$ cat src/rtl/spi_shift_engine.sv
// spi_shift_engine
//   Byte-wide SPI master shift engine. Accepts a start strobe with a data
//   byte, a half-period divisor and mode bits, generates SCLK, shifts MOSI
//   out MSB-first and samples MISO into the receive register.
//
// Ports
//   clk           : system clock
//   reset_n       : asynchronous active-low reset
//   din[7:0]      : byte to transmit, taken on an accepted start
//   dvsr[15:0]    : SCLK half-period minus one, in clk cycles
//   start         : single-cycle request, honoured only while ready=1
//   cpol          : SCLK idle level (followed live while idle)
//   cpha          : clock phase
//   miso          : serial data from slave
//   dout[7:0]     : last received byte
//   sclk          : registered serial clock
//   mosi          : serial data to slave (tx register bit 7)
//   spi_done_tick : one-cycle pulse in the last cycle of a transfer
//   ready         : idle and able to accept start
module spi_shift_engine (
    input  logic        clk,
    input  logic        reset_n,
    input  logic [7:0]  din,
    input  logic [15:0] dvsr,
    input  logic        start,
    input  logic        cpol,
    input  logic        cpha,
    input  logic        miso,
    output logic [7:0]  dout,
    output logic        sclk,
    output logic        mosi,
    output logic        spi_done_tick,
    output logic        ready
);

    typedef enum logic [1:0] {
        IDLE,
        CPHA_DLY,
        P0,
        P1
    } state_t;

    state_t      state;
    logic [15:0] c;
    logic [15:0] dvsr_q;
    logic [2:0]  n;
    logic [7:0]  tx;
    logic [7:0]  rx;
    logic        cpol_q;
    logic        cpha_q;
    logic        sclk_q;
    logic        half_done;

    assign half_done = (c == dvsr_q);

    // Every branch loads sclk_q with the level belonging to the state being
    // entered, so SCLK changes on the same edge as the state register:
    // level = cpol ^ pclk, pclk = (P0 & cpha) | (P1 & ~cpha).
    always_ff @(posedge clk or negedge reset_n) begin
        if (!reset_n) begin
            state  <= IDLE;
            c      <= '0;
            dvsr_q <= '0;
            n      <= '0;
            tx     <= '0;
            rx     <= '0;
            cpol_q <= 1'b0;
            cpha_q <= 1'b0;
            sclk_q <= 1'b0;
        end else begin
            case (state)
                IDLE: begin
                    // Both successors of IDLE have pclk=0, so the idle level
                    // is the live cpol whether or not a start is taken.
                    sclk_q <= cpol;
                    if (start) begin
                        tx     <= din;
                        dvsr_q <= dvsr;
                        cpol_q <= cpol;
                        cpha_q <= cpha;
                        c      <= '0;
                        n      <= '0;
                        state  <= cpha ? CPHA_DLY : P0;
                    end
                end
                CPHA_DLY: begin
                    if (half_done) begin
                        c      <= '0;
                        state  <= P0;
                        sclk_q <= ~cpol_q;
                    end else begin
                        c      <= c + 16'd1;
                        sclk_q <= cpol_q;
                    end
                end
                P0: begin
                    if (half_done) begin
                        rx     <= {rx[6:0], miso};
                        c      <= '0;
                        state  <= P1;
                        sclk_q <= cpol_q ^ ~cpha_q;
                    end else begin
                        c      <= c + 16'd1;
                        sclk_q <= cpol_q ^ cpha_q;
                    end
                end
                P1: begin
                    if (half_done) begin
                        c <= '0;
                        if (n == 3'd7) begin
                            state  <= IDLE;
                            sclk_q <= cpol;
                        end else begin
                            tx     <= {tx[6:0], 1'b0};
                            n      <= n + 3'd1;
                            state  <= P0;
                            sclk_q <= cpol_q ^ cpha_q;
                        end
                    end else begin
                        c      <= c + 16'd1;
                        sclk_q <= cpol_q ^ ~cpha_q;
                    end
                end
                default: begin
                    state  <= IDLE;
                    sclk_q <= cpol;
                end
            endcase
        end
    end

    assign sclk          = sclk_q;
    assign mosi          = tx[7];
    assign dout          = rx;
    assign ready         = (state == IDLE);
    assign spi_done_tick = (state == P1) && half_done && (n == 3'd7);

endmodule
$ cat config.mk
export PLATFORM = sky130hd
export DESIGN_NAME = spi_shift_engine
export DESIGN_NICKNAME = d
export VERILOG_FILES = /design/src/rtl/spi_shift_engine.sv
export SDC_FILE = /design/constraint.sdc
export NUM_CORES = 1
export LEC_CHECK = 0
export BUFFER_PORTS_ARGS = -buffer_cell sky130_fd_sc_hd__buf_2
export CORE_MARGIN = 2
export CORE_UTILIZATION = 35
export CTS_BUF_LIST = sky130_fd_sc_hd__clkbuf_4 sky130_fd_sc_hd__clkbuf_8 sky130_fd_sc_hd__clkbuf_16
export DETAILED_ROUTE_END_ITERATION = 8
export GPL_TIMING_DRIVEN = 0
export PLACE_DENSITY_LB_ADDON = 0.3
export SLEW_MARGIN = 20
export SYNTH_ARGS = -nofsm -noshare
export SYNTH_HDL_FRONTEND = slang
export SYNTH_SLANG_ARGS = --single-unit
export TNS_END_PERCENT = 100
$ cat constraint.sdc
create_clock -name clk -period 4.3 [get_ports clk]
set_clock_uncertainty 0.05 [all_clocks]
set_input_delay 0.43 -clock clk [delete_from_list [all_inputs] [get_ports clk]]
set_output_delay 0.43 -clock clk [all_outputs]
set_load 0.005 [all_outputs]
==> impl_metrics.toml <==
[clock_tree]
cts_buffer_depth = 2
tritoncts = "built"
ctsResizeCount = 0
postCtsHoldBufs = 0
worstSkewPairLatency_ns = 0.31
h-tree-depth = 2
post-cts-setup-buffers = 0
numCtsBuffers = 5
clk_pin_slew_ns = 0.10
clkSinkCount = 56
clockRootBuffer = "clkbuf_8"

[finish]
antenna_cells = 0
nets = 329
regArea_sq_mm = 0.00140
multiInputGateArea_sq_mm = 0.00139
fillers = 817
final_area_sq_mm = 0.00334
area_growth_pct = 16.2
drive_gt1_share_pct = 30.6

[worst_setup_path]
worstSetupEndpointType = "output pin"
cp.arrival_ns = 2.42
r2r-end = "dout[7]"
rrSetupSlack_ns = 1.92
start_kind = "register"
timing.rr.start = "c[5]"
ff2ff_path_depth = 7
setup.worst_path.class = "register to output pin"
crit_fanout = 10
crit_required_ns = 3.82

[global_routing]
grt_pass1_vias = 1976
overflow = 0
grt_max_degree = 57
grt_usage_pct = 14.4
grt_pass1_wl_microns = 10100
antenna_found_initial = 0

[route]
wire_per_inst_microns = 15.1
route.detailed.drc = 0
drt_wl_total_microns = 6050
via_per_inst = 5.19
dr.first_iter.drc_count = 178
dr_total_vias = 2088
ant_nets = 0
firstDrtPassIters = 4

[placement]
gp_congestion = 0.781
placed_cell_area_sq_mm = 0.00321
portBuffers = 41
dpl.hpwl_microns = 4350

[yosys]
ys_warn_count = 0
syn_area_sq_mm = 0.00287
ys_seq_area_share_pct = 48.8
ys_ff_latch = 56
syn_area_per_cell_sq_um = 11.6
synth.distinct_cells = 42
syn_nets = 281
synthCells = 248

[sta]
setup_tns_ns = 0
fin_crit_ns = 2.90
fmax_mhz = 344
max_slew_margin_pct = 44.0
worstMarginPinSlew_ns = 0.833
period_share_pct = 67.5
finalHoldViolCount = 0
finalSetupViolCount = 0
slew_violations = 0
rsz0062_at_grt = "no"

[floorplan]
design.die.area_sq_mm = 0.00894
dieHeight_microns = 94.6
initial_utilization_pct = 35.5
die_x_microns = 94.6
ioPinCount = 42
rows = 33
fp.coreArea_sq_mm = 0.00809

[pwr]
ir_worst_vdd_mv = 0.231
p_per_area_mw_per_mm2 = 529
power.leakage_nw = 1.47

[outcome]
status = "finished, final reports clean"

[min_path]
hp-class = "primary input to asynchronous set/reset pin"

[run]
drv_cap = 0
==> kinds of logic (layout without fill, tap and decap cells) <==
family                     after synthesis  after routing  share of synthesized area (%)
DFF                                     56             56                           48.8
buffers and inverters                   18             67                           2.66
muxes                                   46             46                           17.9
adders and majority gates                3              3                           1.31
AOI/OAI and AO/OA                       33             33                           9.59
and+or+nand+nor                         74             74                           14.3
xor gates and xnor gates                18             18                           5.49
==> per-layer routing <==
metal	share of wire, %	GRT usage [%]	wire [microns]
met5	0	0	0
met4	1.3	5.07	79
met3	5.8	2.95	351
met2	46	21.1	2800
met1	47	21.2	2830
==> Yosys cell counts <==
master,count,share of area (%)
o311ai_0,5,1.5
dfrtp_1,56,49
a22o_1,3,0.92
ha_1,3,1.3
nor3b_2,1,0.44
nor2_1,9,1.2
a211oi_1,1,0.26
a32o_1,1,0.35
a21oi_1,2,0.35
o31a_1,1,0.31
o2bb2ai_1,1,0.31
nor3_1,12,2.1
and2_1,2,0.44
mux2i_1,4,1.4
nor4_4,1,0.74
nand3_1,6,1.0
or4_1,1,0.26
nor4_1,5,1.1
mux2_1,8,3.1
nand2_1,18,2.4
mux2_2,34,13
a21boi_2,1,0.39
buf_2,4,0.70
nand4_1,6,1.3
clkbuf_1,10,1.3
and3_1,2,0.44
a221oi_1,1,0.31
o22a_1,3,0.92
xor2_1,1,0.31
o41ai_1,1,0.31
and3b_1,1,0.31
a221o_1,3,1.0
buf_4,1,0.26
and4_1,2,0.61
inv_1,3,0.39
xnor2_1,17,5.2
nand2b_1,1,0.22
o21bai_1,1,0.26
nor3b_1,6,1.6
o21a_1,5,1.3
o31ai_1,4,1.0
or3_1,1,0.22
==> worst max path at each step <==
| stage | from | endpoint | cells after the start |
|---|---|---|---|
| final | c[5] | spi_done_tick | 7 |
| after global routing | c[5] | spi_done_tick | 7 |
| after CTS | c[5] | spi_done_tick | 7 |
| after detailed placement | c[5] | spi_done_tick | 7 |
| after global placement | c[5] | spi_done_tick | 7 |
| after floorplan | c[5] | spi_done_tick | 6 |
==> sequential cells by signal (all words and copies together) (netlist names) <==
signal	cells
c	16
sclk	1
state	2
dout	8
n	3
cpol_q	1
cpha_q	1
dvsr_q	16
tx	8
==> layout make-up <==
cell class | instances | area share [%]
Tap cell | 105 | 3.94
Inverter | 3 | 0.337
Multi-Input combinational cell | 174 | 41.8
Clock inverter | 1 | 0.900
Clock buffer | 7 | 2.89
Buffer | 15 | 1.95
Sequential cell | 56 | 42.0
Timing Repair Buffer | 41 | 6.22
==> critical path: stages (launching register included) <==
cell and delay, ns:
dfrtp_1 0.34, clkbuf_1 0.27, xnor2_1 0.16, nand4_1 0.18, nor4_4 0.48, buf_2 0.31, and4_1 0.25, buf_2 0.13
==> power breakdown <==
| part | internal [mW] | switching [mW] |
|---|---|---|
| clock network | 0.206 | 0.176 |
| logic | 0.329 | 0.248 |
| registers | 0.691 | 0.116 |
| total | 1.23 | 0.540 |
==> metrics by stage <==
| stage | util [%] | setup WS [ns] | total power [mW] | std cells | hold slack (ns) |
|---|---|---|---|---|---|
| after CTS | 41.2 | 1.36 | 1.79 | 402 | 0.138 |
| after global placement | 39.6 | 1.70 | 1.38 | 394 | 0.421 |
| final | 41.2 | 1.40 | 1.77 | 402 | 0.114 |
| after floorplan | - | 2.18 | 1.26 | 248 | 0.0844 |
| after detailed placement | 39.7 | 1.72 | 1.40 | 394 | 0.438 |
| after global routing | 41.2 | 1.16 | 1.90 | 402 | 0.167 |
==> layout by cell type, fill, tap and decap left out, types with 5 or more instances in the layout <==
master and n:
buf_2 44, clkbuf_1 10, clkbuf_8 7, dfrtp_1 56, mux2_1 8, mux2_2 34
nand2_1 18, nand3_1 6, nand4_1 6, nor2_1 9, nor3_1 12, nor3b_1 6
nor4_1 5, o21a_1 5, o311ai_0 5, xnor2_1 17
No activity file was read; power rests on OpenSTA's default activity.
